File: config.mk
export PLATFORM = sky130hd
export DESIGN_NAME = duck_hunt_ctrl_flat
export DESIGN_NICKNAME = d
export VERILOG_FILES = /design/src/rtl/duck_hunt_ctrl_pkg.sv /design/src/rtl/duck_hunt_ctrl_if.sv /design/src/rtl/duck_hunt_ctrl_hitbox.sv /design/src/rtl/duck_hunt_ctrl.sv /design/src/flat_wrapper.sv
export SDC_FILE = /design/constraint.sdc
export NUM_CORES = 1
export LEC_CHECK = 0
export ABC_AREA = 1
export CAP_MARGIN = 5
export CORE_UTILIZATION = 49
export DETAILED_ROUTE_END_ITERATION = 8
export GPL_TIMING_DRIVEN = 0
export PLACE_DENSITY = 0.79
export SYNTH_ARGS = -nofsm -noshare
export SYNTH_HDL_FRONTEND = slang
export SYNTH_HIERARCHICAL = 1
export SYNTH_SLANG_ARGS = --single-unit
File: constraint.sdc
create_clock -name clk -period 1.8 [get_ports clk]
set_clock_uncertainty 0.2 [all_clocks]
set_input_delay 0.54 -clock clk [delete_from_list [all_inputs] [get_ports clk]]
set_output_delay 0.54 -clock clk [all_outputs]
set_load 0.02 [all_outputs]
File: src/rtl/duck_hunt_ctrl_pkg.sv
// Shared types and constants for the Duck Hunt game controller.
package duck_game_pkg;

  localparam int COORD_W    = 12;
  localparam int DEF_DUCK_W = 96;
  localparam int DEF_DUCK_H = 60;

  typedef enum logic [2:0] {
    ST_IDLE      = 3'd0,
    ST_COUNTDOWN = 3'd1,
    ST_HUNTING   = 3'd2,
    ST_RELOADING = 3'd3,
    ST_DEATH     = 3'd4,
    ST_GAME_OVER = 3'd5
  } game_state_t;

  // Largest of the three dwell times; sizes the shared down-counter.
  function automatic int max3(input int a, input int b, input int c);
    int m;
    m = (a > b) ? a : b;
    return (m > c) ? m : c;
  endfunction

endpackage

File: src/rtl/duck_hunt_ctrl_if.sv
// Bundle of mouse/duck inputs and HUD/sprite outputs of the game controller.
// master = environment side (mouse, duck motion, renderers), slave = controller.
interface duck_hunt_ctrl_if #(
  parameter int N_DUCKS = 2,
  parameter int SCORE_W = 7
) ();
  import duck_game_pkg::*;

  logic [COORD_W-1:0]         mouse_xpos;
  logic [COORD_W-1:0]         mouse_ypos;
  logic                       left_mouse;
  logic                       right_mouse;
  logic                       game_enable;
  logic [COORD_W*N_DUCKS-1:0] duck_xpos;
  logic [COORD_W*N_DUCKS-1:0] duck_ypos;
  logic [N_DUCKS-1:0]         duck_active;
  logic [N_DUCKS-1:0]         duck_hit;
  logic [2:0]                 bullets_in_magazine;
  logic [5:0]                 bullets_left;
  logic [SCORE_W-1:0]         my_score;
  logic                       hunt_start;
  logic                       show_reload_char;
  logic                       game_over;

  modport master (
    output mouse_xpos, mouse_ypos, left_mouse, right_mouse, game_enable,
    output duck_xpos, duck_ypos, duck_active,
    input  duck_hit, bullets_in_magazine, bullets_left, my_score,
    input  hunt_start, show_reload_char, game_over
  );

  modport slave (
    input  mouse_xpos, mouse_ypos, left_mouse, right_mouse, game_enable,
    input  duck_xpos, duck_ypos, duck_active,
    output duck_hit, bullets_in_magazine, bullets_left, my_score,
    output hunt_start, show_reload_char, game_over
  );

endinterface

File: src/rtl/duck_hunt_ctrl_hitbox.sv
// Point-in-rectangle test for one duck. Edges are inclusive and the math is
// done one bit wider than the coordinates so a duck near 4095 cannot wrap.
module duck_hitbox
  import duck_game_pkg::*;
#(
  parameter int DUCK_W = DEF_DUCK_W,
  parameter int DUCK_H = DEF_DUCK_H
) (
  input  logic [COORD_W-1:0] point_x,
  input  logic [COORD_W-1:0] point_y,
  input  logic [COORD_W-1:0] box_x,
  input  logic [COORD_W-1:0] box_y,
  input  logic               active,
  output logic               hit
);

  localparam logic [COORD_W:0] W_EXT = DUCK_W[COORD_W:0];
  localparam logic [COORD_W:0] H_EXT = DUCK_H[COORD_W:0];

  logic [COORD_W:0] px, py, x_lo, y_lo, x_hi, y_hi;
  logic             in_x, in_y;

  assign px   = {1'b0, point_x};
  assign py   = {1'b0, point_y};
  assign x_lo = {1'b0, box_x};
  assign y_lo = {1'b0, box_y};
  assign x_hi = x_lo + W_EXT;
  assign y_hi = y_lo + H_EXT;

  assign in_x = (px >= x_lo) && (px <= x_hi);
  assign in_y = (py >= y_lo) && (py <= y_hi);
  assign hit  = active && in_x && in_y;

endmodule

File: src/rtl/duck_hunt_ctrl.sv
// Duck Hunt round controller: round FSM, magazine/ammo bookkeeping and
// per-duck hit testing with lowest-index priority.
//
// state        | meaning
// -------------+-----------------------------------------------------------
// ST_IDLE      | not playing; magazine/ammo/score held at start values
// ST_COUNTDOWN | pre-round delay, COUNTDOWN_CYC cycles
// ST_HUNTING   | shots and reload requests accepted
// ST_RELOADING | timed reload, RELOAD_CYC cycles, then magazine refilled
// ST_DEATH     | pause after a hit, DEATH_CYC cycles
// ST_GAME_OVER | ammo exhausted; outputs frozen until game_enable drops
module duck_hunt_ctrl
  import duck_game_pkg::*;
#(
  parameter int N_DUCKS       = 2,
  parameter int MAG_SIZE      = 3,
  parameter int TOTAL_AMMO    = 27,
  parameter int DUCK_W        = DEF_DUCK_W,
  parameter int DUCK_H        = DEF_DUCK_H,
  parameter int COUNTDOWN_CYC = 40,
  parameter int DEATH_CYC     = 20,
  parameter int RELOAD_CYC    = 4,
  parameter int SCORE_W       = 7
) (
  input logic             clk,
  input logic             rst,
  duck_hunt_ctrl_if.slave bus
);

  localparam int TMR_MAX = max3(COUNTDOWN_CYC, DEATH_CYC, RELOAD_CYC);
  localparam int TMR_W   = $clog2(TMR_MAX + 1);

  localparam logic [TMR_W-1:0] CD_LOAD     = TMR_W'(COUNTDOWN_CYC - 1);
  localparam logic [TMR_W-1:0] DEATH_LOAD  = TMR_W'(DEATH_CYC - 1);
  localparam logic [TMR_W-1:0] RELOAD_LOAD = TMR_W'(RELOAD_CYC - 1);
  localparam logic [2:0]       MAG_FULL    = 3'(MAG_SIZE);
  localparam logic [5:0]       MAG_FULL6   = 6'(MAG_SIZE);
  localparam logic [5:0]       AMMO_FULL   = 6'(TOTAL_AMMO);

  game_state_t        state, state_n;
  logic [TMR_W-1:0]   timer, timer_n;
  logic               left_prev, right_prev;
  logic               left_pe, right_pe;
  logic [2:0]         mag, mag_n;
  logic [5:0]         ammo, ammo_n;
  logic [SCORE_W-1:0] score, score_n;
  logic               prompt, prompt_n;
  logic [N_DUCKS-1:0] duck_hit_q, duck_hit_n;
  logic               hunt_q, over_q;
  logic [N_DUCKS-1:0] hit_vec, hit_sel;
  logic               any_hit;

  assign left_pe  = bus.left_mouse  & ~left_prev;
  assign right_pe = bus.right_mouse & ~right_prev;

  for (genvar i = 0; i < N_DUCKS; i++) begin : g_hitbox
    duck_hitbox #(
      .DUCK_W (DUCK_W),
      .DUCK_H (DUCK_H)
    ) u_hitbox (
      .point_x (bus.mouse_xpos),
      .point_y (bus.mouse_ypos),
      .box_x   (bus.duck_xpos[COORD_W*i +: COORD_W]),
      .box_y   (bus.duck_ypos[COORD_W*i +: COORD_W]),
      .active  (bus.duck_active[i]),
      .hit     (hit_vec[i])
    );
  end

  // Priority encoder: only the lowest-index hitting duck is credited.
  always_comb begin
    hit_sel = '0;
    any_hit = 1'b0;
    for (int i = 0; i < N_DUCKS; i++) begin
      if (hit_vec[i] && !any_hit) begin
        hit_sel[i] = 1'b1;
        any_hit    = 1'b1;
      end
    end
  end

  // Next-state, timer and bookkeeping decisions for the round.
  always_comb begin
    state_n    = state;
    timer_n    = timer;
    mag_n      = mag;
    ammo_n     = ammo;
    score_n    = score;
    prompt_n   = prompt;
    duck_hit_n = '0;

    case (state)
      ST_IDLE: begin
        mag_n    = MAG_FULL;
        ammo_n   = AMMO_FULL;
        score_n  = '0;
        prompt_n = 1'b0;
        timer_n  = '0;
        if (bus.game_enable) begin
          state_n = ST_COUNTDOWN;
          timer_n = CD_LOAD;
        end
      end

      ST_COUNTDOWN: begin
        if (timer == '0) state_n = ST_HUNTING;
        else             timer_n = timer - TMR_W'(1);
      end

      ST_HUNTING: begin
        // A left press always wins over a same-cycle right press.
        if (left_pe) begin
          if (mag != '0) begin
            mag_n  = mag - 3'd1;
            ammo_n = ammo - 6'd1;
            if (any_hit) begin
              duck_hit_n = hit_sel;
              if (score != '1) score_n = score + SCORE_W'(1);
              state_n = ST_DEATH;
              timer_n = DEATH_LOAD;
            end
            // Running dry ends the game even if this shot was a kill.
            if (ammo_n == '0) begin
              state_n = ST_GAME_OVER;
              timer_n = '0;
            end
          end else begin
            prompt_n = 1'b1;
          end
        end else if (right_pe && (mag < MAG_FULL) && (ammo > {3'b000, mag})) begin
          state_n = ST_RELOADING;
          timer_n = RELOAD_LOAD;
        end
      end

      ST_RELOADING: begin
        if (timer == '0) begin
          state_n  = ST_HUNTING;
          mag_n    = (ammo < MAG_FULL6) ? ammo[2:0] : MAG_FULL;
          prompt_n = 1'b0;
        end else begin
          timer_n = timer - TMR_W'(1);
        end
      end

      ST_DEATH: begin
        if (timer == '0) state_n = ST_HUNTING;
        else             timer_n = timer - TMR_W'(1);
      end

      ST_GAME_OVER: begin
      end

      default: begin
        state_n = ST_IDLE;
        timer_n = '0;
      end
    endcase

    if ((mag_n == '0) && (ammo_n != '0)) prompt_n = 1'b1;

    // Abort overrides everything; start values are loaded on the way out so
    // nothing from the abandoned round is visible in IDLE.
    if ((state != ST_IDLE) && !bus.game_enable) begin
      state_n    = ST_IDLE;
      timer_n    = '0;
      mag_n      = MAG_FULL;
      ammo_n     = AMMO_FULL;
      score_n    = '0;
      prompt_n   = 1'b0;
      duck_hit_n = '0;
    end
  end

  // State, timer and button-history registers.
  always_ff @(posedge clk or posedge rst) begin
    if (rst) begin
      state      <= ST_IDLE;
      timer      <= '0;
      left_prev  <= 1'b0;
      right_prev <= 1'b0;
    end else begin
      state      <= state_n;
      timer      <= timer_n;
      left_prev  <= bus.left_mouse;
      right_prev <= bus.right_mouse;
    end
  end

  // Output registers; status flags are decoded from the next state so they
  // line up with the state register.
  always_ff @(posedge clk or posedge rst) begin
    if (rst) begin
      mag        <= '0;
      ammo       <= '0;
      score      <= '0;
      prompt     <= 1'b0;
      duck_hit_q <= '0;
      hunt_q     <= 1'b0;
      over_q     <= 1'b0;
    end else begin
      mag        <= mag_n;
      ammo       <= ammo_n;
      score      <= score_n;
      prompt     <= prompt_n;
      duck_hit_q <= duck_hit_n;
      hunt_q     <= (state_n == ST_HUNTING) || (state_n == ST_RELOADING) ||
                    (state_n == ST_DEATH);
      over_q     <= (state_n == ST_GAME_OVER);
    end
  end

  assign bus.duck_hit            = duck_hit_q;
  assign bus.bullets_in_magazine = mag;
  assign bus.bullets_left        = ammo;
  assign bus.my_score            = score;
  assign bus.hunt_start          = hunt_q;
  assign bus.show_reload_char    = prompt;
  assign bus.game_over           = over_q;

endmodule

File: src/flat_wrapper.sv
// flat-port wrapper written by rule: the top's interface ports become plain ports
module duck_hunt_ctrl_flat import duck_game_pkg::*;
#(
  parameter int N_DUCKS       = 2,
  parameter int MAG_SIZE      = 3,
  parameter int TOTAL_AMMO    = 27,
  parameter int DUCK_W        = DEF_DUCK_W,
  parameter int DUCK_H        = DEF_DUCK_H,
  parameter int COUNTDOWN_CYC = 40,
  parameter int DEATH_CYC     = 20,
  parameter int RELOAD_CYC    = 4,
  parameter int SCORE_W       = 7
)
  (clk, rst, bus_mouse_xpos, bus_mouse_ypos, bus_left_mouse, bus_right_mouse, bus_game_enable, bus_duck_xpos, bus_duck_ypos, bus_duck_active, bus_duck_hit, bus_bullets_in_magazine, bus_bullets_left, bus_my_score, bus_hunt_start, bus_show_reload_char, bus_game_over);
  duck_hunt_ctrl_if #(.N_DUCKS(N_DUCKS), .SCORE_W(SCORE_W)) bus_i ();
  input logic clk;
  input logic rst;
  input wire logic [$bits(bus_i.mouse_xpos)-1:0] bus_mouse_xpos;
  input wire logic [$bits(bus_i.mouse_ypos)-1:0] bus_mouse_ypos;
  input wire logic [$bits(bus_i.left_mouse)-1:0] bus_left_mouse;
  input wire logic [$bits(bus_i.right_mouse)-1:0] bus_right_mouse;
  input wire logic [$bits(bus_i.game_enable)-1:0] bus_game_enable;
  input wire logic [$bits(bus_i.duck_xpos)-1:0] bus_duck_xpos;
  input wire logic [$bits(bus_i.duck_ypos)-1:0] bus_duck_ypos;
  input wire logic [$bits(bus_i.duck_active)-1:0] bus_duck_active;
  output wire logic [$bits(bus_i.duck_hit)-1:0] bus_duck_hit;
  output wire logic [$bits(bus_i.bullets_in_magazine)-1:0] bus_bullets_in_magazine;
  output wire logic [$bits(bus_i.bullets_left)-1:0] bus_bullets_left;
  output wire logic [$bits(bus_i.my_score)-1:0] bus_my_score;
  output wire logic [$bits(bus_i.hunt_start)-1:0] bus_hunt_start;
  output wire logic [$bits(bus_i.show_reload_char)-1:0] bus_show_reload_char;
  output wire logic [$bits(bus_i.game_over)-1:0] bus_game_over;
  assign bus_i.mouse_xpos = bus_mouse_xpos;
  assign bus_i.mouse_ypos = bus_mouse_ypos;
  assign bus_i.left_mouse = bus_left_mouse;
  assign bus_i.right_mouse = bus_right_mouse;
  assign bus_i.game_enable = bus_game_enable;
  assign bus_i.duck_xpos = bus_duck_xpos;
  assign bus_i.duck_ypos = bus_duck_ypos;
  assign bus_i.duck_active = bus_duck_active;
  assign bus_duck_hit = bus_i.duck_hit;
  assign bus_bullets_in_magazine = bus_i.bullets_in_magazine;
  assign bus_bullets_left = bus_i.bullets_left;
  assign bus_my_score = bus_i.my_score;
  assign bus_hunt_start = bus_i.hunt_start;
  assign bus_show_reload_char = bus_i.show_reload_char;
  assign bus_game_over = bus_i.game_over;
  duck_hunt_ctrl #(.N_DUCKS(N_DUCKS), .MAG_SIZE(MAG_SIZE), .TOTAL_AMMO(TOTAL_AMMO), .DUCK_W(DUCK_W), .DUCK_H(DUCK_H), .COUNTDOWN_CYC(COUNTDOWN_CYC), .DEATH_CYC(DEATH_CYC), .RELOAD_CYC(RELOAD_CYC), .SCORE_W(SCORE_W)) u_core (.clk(clk), .rst(rst), .bus(bus_i));
endmodule
==> impl_summary.txt, run 1 <==
----------------------------------------------------
[Final layout]
  Final #Nets ... 1105
  Share of post-route cells with drive strength above 1 ... 0.229
  Number of antenna repair diodes ... 0
  Most frequent standard cell in the layout excluding fill and tap cells ... sky130_fd_sc_hd__nand2_1
  P&R area growth vs syn ... 40.5%
  Commonest cells after routing, fill and taps aside ... 196 x sky130_fd_sc_hd__nand2_1, 109 x sky130_fd_sc_hd__inv_1, 92 x sky130_fd_sc_hd__ha_1
  Non-filler cells, final ... 1063

[Global routing]
  GRT Util Overall ... 0.260
  Global-route wire length before repair ... 23.7 mm
  Maximum number of pins on one net before global-route repair ... 33
  Number of global-route vias before repair ... 5407
  Remaining global-route overflow ... 0
  Initial antenna violation count ... 0

[Hold path]
  Min-Delay Path Class ... register to register

[Clocking]
  Hold_buf cts ... 0
  Buffer levels on the longest clock path ... 2
  Htree depth ... 2
  Worst-path clk slew ... 70 ps
  Number of clock buffers inserted by TritonCTS ... 5
  CTS tree ... yes
  Clock latency of the later-clocked register in the worst-skew pair ... 290 ps
  Master cell of the clock root buffer ... sky130_fd_sc_hd__clkbuf_8
  TritonCTS Sinks ... 32

[Floorplan]
  Chip height ... 104 um
  Chip Width ... 104 um
  Standard-cell rows ... 36
  Core Box Area ... 9910 um^2
  Initial standard-cell utilization of the core ... 0.512
  Area of the die ... 10800 um^2
  Boundary Pins ... 100

[Drt]
  Total Wirelength ... 14.5 mm
  Sum of routed wire segments on met1 ... 6.01 mm
  Starting DRT DRC Count ... 284
  DR vias ... 5640
  Uppermost routed layer ... met4
  Number of remaining DRC errors ... 0
  Final antenna-violating net count ... 0
  Number of iterations in the first detailed-routing pass ... 5
  Post-detailed-route wirelength per cell ... 13.7 um
  Metal2 WL ... 7.44 mm
  Routed wire length on met3 ... 776 um
  Number of vias per cell after detailed routing ... 5.31

[Logic synthesis]
  Net count after synthesis ... 963
  Main flop type after synthesis ... sky130_fd_sc_hd__dfrtp_1
  Portion of netlist area occupied by mux cells ... 0
  Share of synthesized cell area in and, or, nand and nor gates ... 0.365
  Post-synthesis area per instance ... 6.45 um^2
  Post-Synthesis Cell Area ... 5070 um^2
  Post-synthesis cell type with the largest combined area ... sky130_fd_sc_hd__ha_1
  Ys async rst share ... 1.00
  Share of the synthesized netlist area taken by xor and xnor gates ... 0.0397
  Syn Inst Count ... 787
  Synth top area cells ... sky130_fd_sc_hd__ha_1 24%, sky130_fd_sc_hd__nand2_1 16%, sky130_fd_sc_hd__dfrtp_1 16%, sky130_fd_sc_hd__inv_1 9.5%, sky130_fd_sc_hd__nand3_1 5.5%
  Sequential-to-total area share from yosys stat ... 0.158
  Fraction of post-synthesis cell area in the top cell type by area ... 0.239
  Compound-cell area share of the yosys netlist ... 0.0890
  Yosys warns ... 6
  Main combinational cell family by area after synthesis ... simple AND/OR/NAND/NOR gates
  Count of state elements after synthesis ... 32
  Number of flops mapped to enable cells by yosys ... 0
  Distinct cells, synth ... 44
  Adder-Cell Fraction of Synth Area ... 0.239

[Setup path]
  Classification of the worst setup path ... input port to register
  Kind of end point of the critical path ... register
  Data arrival time of the critical path ... 3220 ps
  Startpoint class of the critical path ... input port
  CP max FO ... 7
  Required time of the critical path ... 1820 ps

[STA]
  Setup violators final ... 26
  Normalized max-slew margin ... 0.540
  Total count of hold-check failures in the final report ... 0
  Share of the cycle needed by the critical path after routing ... 1.77
  Max-slew violation count ... 0
  Crit path setup slack, layout ... -1390 ps
  Highest attainable clock frequency ... 0.313 GHz
  Worst Max-Slew Pin Slew ... 688 ps
  Total negative slack for setup checks ... -26130 ps
  Unrepaired setup endpoints after global routing ... yes
  Final period demand of the worst path ... 3190 ps

[Run]
  Max-cap violations ... 0

[Pwr]
  Maximum ir drop on the vdd rail ... 0.436 mV
  Total power density per cell area ... 626 nW/um^2
  Static leakage ... 0.00372 uW

[Placement]
  Placed cell count ... 1019
  Routability congestion estimate ... 0.878
  IO Port Bufs ... 99
  Half-perimeter wire length of the detailed placement result ... 11.0 mm
  Post-placement worst setup slack ... -2360 ps

[Outcome]
  Result of the run ... complete, but fails checks
  Violated checks ... negative setup slack

----------------------------------------------------
==> state kept, by name, summed over array words and instances, names as in the netlist <==
signal,count
u_core/right_prev,1
u_core/bus.game_over,1
u_core/bus.bullets_in_magazine,3
u_core/left_prev,1
u_core/bus.duck_hit,2
u_core/bus.show_reload_char,1
u_core/bus.my_score,7
u_core/state,3
u_core/bus.hunt_start,1
u_core/timer,6
u_core/bus.bullets_left,6
==> synth_stat cells, types with 12 or more instances <==
library cell	n
sky130_fd_sc_hd__a21oi_1	42
sky130_fd_sc_hd__inv_1	128
sky130_fd_sc_hd__nand3_1	56
sky130_fd_sc_hd__nor2_2	12
sky130_fd_sc_hd__o21ai_0	16
sky130_fd_sc_hd__inv_2	12
sky130_fd_sc_hd__nand2_1	221
sky130_fd_sc_hd__xor2_1	21
sky130_fd_sc_hd__nor2_1	66
sky130_fd_sc_hd__dfrtp_1	32
sky130_fd_sc_hd__nand4_1	15
sky130_fd_sc_hd__ha_1	97
==> kinds of logic (layout without fill, tap and decap cells) <==
group	Yosys count	in the layout
buffers and inverters	144	287
flip-flops	32	32
XOR/XNOR	23	23
AND/OR/NAND/NOR	409	409
AO/OA/AOI/OAI	82	82
adder cells (fa/ha/maj)	97	97
==> through the flow <==
step / utilization / instance area (um^2) / power [uW] / hold WS (ps)
2_1_floorplan: - / 5230 / 2540 / 271
3_3_place_gp: 0.644 / 6380 / 3160 / 294
3_5_place_dp: 0.644 / 6380 / 3250 / 312
4_1_cts: 0.694 / 6870 / 4090 / 325
5_1_grt: 0.719 / 7130 / 4790 / 342
6_report: 0.719 / 7130 / 4460 / 318
==> repair_timing <==
action	in CTS	in global routing
setup endpoints to repair	83	35
pin swaps	69	28
buffers inserted	25	11
gates resized for setup	189	60
==> layer usage <==
layer  up-vias  global-route usage
met3        33              0.0258
li1       2815                   -
met4         0              0.0684
met2       204               0.491
met1      2588               0.313
met5         -                   0
==> cell type report <==
type                            count  area (um^2)
Inverter                          142          582
Clock buffer                        6         72.6
Multi-Input combinational cell    611         4190
Timing Repair Buffer              135         1240
Clock inverter                      2         35.0
Sequential cell                    32          810
Tap cell                          133          166
Buffer                              2         26.3
Fill cell                         813         2780
==> power breakdown <==
| group | internal, uW | total (uW) | switching (uW) |
|---|---|---|---|
| combinational | 1180 | 2820 | 1640 |
| clock | 410 | 678 | 267 |
| sequential | 834 | 958 | 124 |
| total | 2430 | 4460 | 2030 |
==> critical path, stage by stage <==
cell,delay [ps]
sky130_fd_sc_hd__buf_8,90
sky130_fd_sc_hd__inv_8,30
sky130_fd_sc_hd__ha_4,150
sky130_fd_sc_hd__or2_4,280
sky130_fd_sc_hd__nor3_4,130
sky130_fd_sc_hd__xor2_1,160
sky130_fd_sc_hd__ha_1,260
sky130_fd_sc_hd__and3_4,180
sky130_fd_sc_hd__nand2_4,90
sky130_fd_sc_hd__nor2_4,40
sky130_fd_sc_hd__nor2_2,130
sky130_fd_sc_hd__nand2_1,80
sky130_fd_sc_hd__nand2_2,70
sky130_fd_sc_hd__nand2_2,60
sky130_fd_sc_hd__nor2_4,190
sky130_fd_sc_hd__nor2_4,60
sky130_fd_sc_hd__o21ai_4,150
sky130_fd_sc_hd__nand2_4,120
sky130_fd_sc_hd__nor3_4,220
sky130_fd_sc_hd__a21oi_2,70
sky130_fd_sc_hd__nor2_1,90
==> worst paths after layout <==
path	start	end	slack (ps)	cells after the start
max	bus_duck_xpos[5]	u_core/bus.my_score[4]	-1390	21
min	u_core/bus.show_reload_char	u_core/bus.show_reload_char	320	2
max reg2reg	u_core/bus.bullets_left[0]	u_core/timer[0]	-500	11
min reg2reg	u_core/bus.show_reload_char	u_core/bus.show_reload_char	320	2
max in group asynchronous	rst	u_core/bus.bullets_left[3]	480	2
min in group asynchronous	rst	u_core/bus.my_score[2]	490	2
No activity file was read; power rests on OpenSTA's default activity.
==> run 2, diff against run 1 <==
--- a/config.mk
+++ b/config.mk
@@ -9,7 +9,6 @@
 export CAP_MARGIN = 5
 export CORE_UTILIZATION = 49
 export DETAILED_ROUTE_END_ITERATION = 8
-export GPL_TIMING_DRIVEN = 0
 export PLACE_DENSITY = 0.79
 export SYNTH_ARGS = -nofsm -noshare
 export SYNTH_HDL_FRONTEND = slang
==> run 2 against run 1 <==
The flow still finishes with violations (negative setup slack); core utilization grew 12 points; total power grew 13%; sequential share of layout area shrank 1.6 points; clock power grew 6.3%; via count grew 16%; critical path type unchanged; critical endpoint unchanged; largest cell class unchanged; largest power group unchanged; highest routed layer unchanged.
==> impl_summary.txt, run 2 (synthesis results as in run 1) <==
----------------------------------------------------
[Outcome]
  Result of the run ... complete, but fails checks (unchanged)
  Violated checks ... negative setup slack (unchanged)

[Final layout]
  Commonest cells after routing, fill and taps aside ... 191 x sky130_fd_sc_hd__nand2_1, 158 x sky130_fd_sc_hd__buf_4, 108 x sky130_fd_sc_hd__inv_1 (was 196 x sky130_fd_sc_hd__nand2_1, 109 x sky130_fd_sc_hd__inv_1, 92 x sky130_fd_sc_hd__ha_1)
  Most frequent standard cell in the layout excluding fill and tap cells ... sky130_fd_sc_hd__nand2_1 (unchanged)
  Post-route standard cell area excluding fillers ... 8270 um^2 (was 7130 um^2)
  Share of post-route cells with drive strength above 1 ... 0.352 (was 0.229)
  Non-filler cells, final ... 1198 (was 1063)
  Flip-flop count of the largest register, all copies and words added ... 7 (unchanged)
  P&R area growth vs syn ... 63.0% (was 40.5%)
  Final #Nets ... 1239 (was 1105)

[Floorplan]
  Standard-cell rows ... 36 (unchanged)
  Chip Width ... 104 um (unchanged)
  Initial standard-cell utilization of the core ... 0.512 (unchanged)
  Boundary Pins ... 100 (unchanged)
  Area of the die ... 10800 um^2 (unchanged)
  Chip height ... 104 um (unchanged)
  Core Box Area ... 9910 um^2 (unchanged)

[STA]
  Normalized max-slew margin ... 0.758 (was 0.540)
  Final period demand of the worst path ... 3250 ps (was 3190 ps)
  Highest attainable clock frequency ... 0.308 GHz (was 0.313 GHz)
  Worst Max-Slew Pin Slew ... 360 ps (was 688 ps)
  Total count of hold-check failures in the final report ... 0 (unchanged)
  Setup violators final ... 21 (was 26)
  Max-slew violation count ... 0 (unchanged)
  Share of the cycle needed by the critical path after routing ... 1.80 (was 1.77)
  Crit path setup slack, layout ... -1450 ps (was -1390 ps)
  Unrepaired setup endpoints after global routing ... yes (unchanged)

[Hold path]
  Hold Crit Start ... u_core/bus.my_score[6] (was u_core/bus.show_reload_char)
  Min-Delay Path Class ... register to register (unchanged)
  Instance count along the most critical hold path ... 1 (was 2)
  Endpoint of the worst hold-timing path ... u_core/bus.my_score[6] (was u_core/bus.show_reload_char)

[Drt]
  Starting DRT DRC Count ... 380 (was 284)
  Final antenna-violating net count ... 0 (unchanged)
  Post-detailed-route wirelength per cell ... 15.5 um (was 13.7 um)
  Total Wirelength ... 18.6 mm (was 14.5 mm)
  Number of iterations in the first detailed-routing pass ... 5 (unchanged)
  Number of remaining DRC errors ... 0 (unchanged)
  DR vias ... 6558 (was 5640)
  Number of vias per cell after detailed routing ... 5.47 (was 5.31)

[Global routing]
  Global-route wire length before repair ... 28.1 mm (was 23.7 mm)
  Maximum number of pins on one net before global-route repair ... 33 (unchanged)
  Number of global-route vias before repair ... 6409 (was 5407)
  Initial antenna violation count ... 1 (was 0)
  Remaining global-route overflow ... 0 (unchanged)
  GRT Util Overall ... 0.315 (was 0.260)

[Setup path]
  Kind of cell with the highest combined delay on the critical path ... simple AND/OR/NAND/NOR gates (unchanged)
  Startpoint class of the critical path ... input port (unchanged)
  Classification of the worst setup path ... input port to register (unchanged)
  Kind of end point of the critical path ... register (unchanged)
  Crit path buffers/inverters ... 4 (was 2)
  Critical-path cell with the highest stage delay ... sky130_fd_sc_hd__nor4_4 (was sky130_fd_sc_hd__or2_4)
  Reg-to-reg startpoint ... u_core/bus.bullets_left[1] (was u_core/bus.bullets_left[0])
  Worst-path cell chain ... dlygate4sd2_1 > inv_2 > nor4_4 > xor2_1 > ha_1 > inv_1 > nor2_2 > nand2_2 > nor2_4 > and2_4 > nor2_1 > nand2_1 > nand2_2 > nor2_4 > nor2_4 > o21ai_4 > nand2_4 > buf_4 > a21oi_1 > nor2_1 (was buf_8 > inv_8 > ha_4 > or2_4 > nor3_4 > xor2_1 > ha_1 > and3_4 > nand2_4 > nor2_4 > nor2_2 > nand2_1 > nand2_2 > nand2_2 > nor2_4 > nor2_4 > o21ai_4 > nand2_4 > nor3_4 > a21oi_2 > nor2_1)
  Data arrival time of the critical path ... 3240 ps (was 3220 ps)
  Capturing point of the worst reg2reg path ... u_core/timer[1] (was u_core/timer[0])
  Slack of the worst reg-to-reg path ... -400 ps (was -500 ps)
  Slowest cell delay on critical path ... 310 ps (was 280 ps)
  Required time of the critical path ... 1790 ps (was 1820 ps)
  CP max FO ... 6 (was 7)
  Register-to-Register Path Depth ... 10 (was 11)
  Dominant cell type by count on the critical path ... sky130_fd_sc_hd__nor2_4 (unchanged)

[Placement]
  Placed cell count ... 1159 (was 1019)
  Cell area after placement ... 7450 um^2 (was 6380 um^2)
  IO Port Bufs ... 99 (unchanged)
  Half-perimeter wire length of the detailed placement result ... 13.4 mm (was 11.0 mm)
  Routability congestion estimate ... 0.896 (was 0.878)

[Pwr]
  Total power density per cell area ... 611 nW/um^2 (was 626 nW/um^2)
  Maximum ir drop on the vdd rail ... 0.458 mV (was 0.436 mV)
  Static leakage ... 0.00439 uW (was 0.00372 uW)
  Power consumption ... 5060 uW (was 4460 uW)

[Clocking]
  Master cell of the clock root buffer ... sky130_fd_sc_hd__clkbuf_8 (unchanged)
  TritonCTS Sinks ... 32 (unchanged)
  Buffer levels on the longest clock path ... 2 (unchanged)
  Hold_buf cts ... 0 (unchanged)
  Worst-path clk slew ... 80 ps (was 70 ps)
  Htree depth ... 2 (unchanged)
  Clock latency of the later-clocked register in the worst-skew pair ... 300 ps (was 290 ps)
  CTS tree ... yes (unchanged)
  Number of clock buffers inserted by TritonCTS ... 5 (unchanged)

[Run]
  Max-cap violations ... 0 (unchanged)

----------------------------------------------------
==> run 2: area by class of cell <==
type,instances,area [um^2]
multi-input cells,611,4290
repair buffers,271,2310
fillers,574,1640
flip-flops and latches,32,810
inverters,142,588
well taps,133,166
clock buffers,5,68.8
clock inverters,3,42.5
diodes,1,2.50
==> run 2: per-layer routing <==
| layer | track usage | wire length [um] |
|---|---|---|
| met5 | 0 | 0 |
| met4 | 0.110 | 751 |
| met3 | 0.0459 | 1080 |
| met2 | 0.603 | 9620 |
| met1 | 0.351 | 7180 |
==> run 2: stage by stage <==
| stage | utilization | worst slack (ps) | setup TNS, ps | hold slack, ps |
|---|---|---|---|---|
| final | 0.835 | -1450 | -26500 | 347 |
| after CTS | 0.797 | -1320 | -24590 | 332 |
| after global placement | 0.752 | -2020 | -42270 | 300 |
| after detailed placement | 0.752 | -2160 | -44220 | 320 |
| after global routing | 0.835 | -1600 | -29680 | 364 |
| after floorplan | - | -1250 | -21940 | 271 |
==> run 2: how the worst max path moves through the flow <==
stage,from,to,slack [ps],depth (start not counted)
final,bus_duck_ypos[19],u_core/bus.my_score[4],-1450,20
after global routing,bus_duck_ypos[19],u_core/bus.my_score[4],-1600,20
after CTS,bus_duck_xpos[6],u_core/bus.my_score[4],-1320,23
after detailed placement,bus_duck_xpos[5],u_core/bus.my_score[4],-2160,21
after global placement,bus_duck_xpos[6],u_core/bus.my_score[4],-2020,22
after floorplan,bus_duck_xpos[6],u_core/bus.my_score[4],-1250,20
==> run 2: what timing repair did <==
| item | in CTS | in global routing |
|---|---|---|
| setup endpoints to repair | 51 | 31 |
| setup buffers | 17 | 16 |
| resized for setup | 187 | 103 |
| pin swaps | 80 | 81 |
==> run 2: where the power goes <==
group | leakage, uW | total (uW) | switching [uW] | internal (uW)
registers | 0.000397 | 930 | 94.7 | 835
clock network | 0.0000541 | 721 | 312 | 410
logic | 0.00394 | 3410 | 1890 | 1520
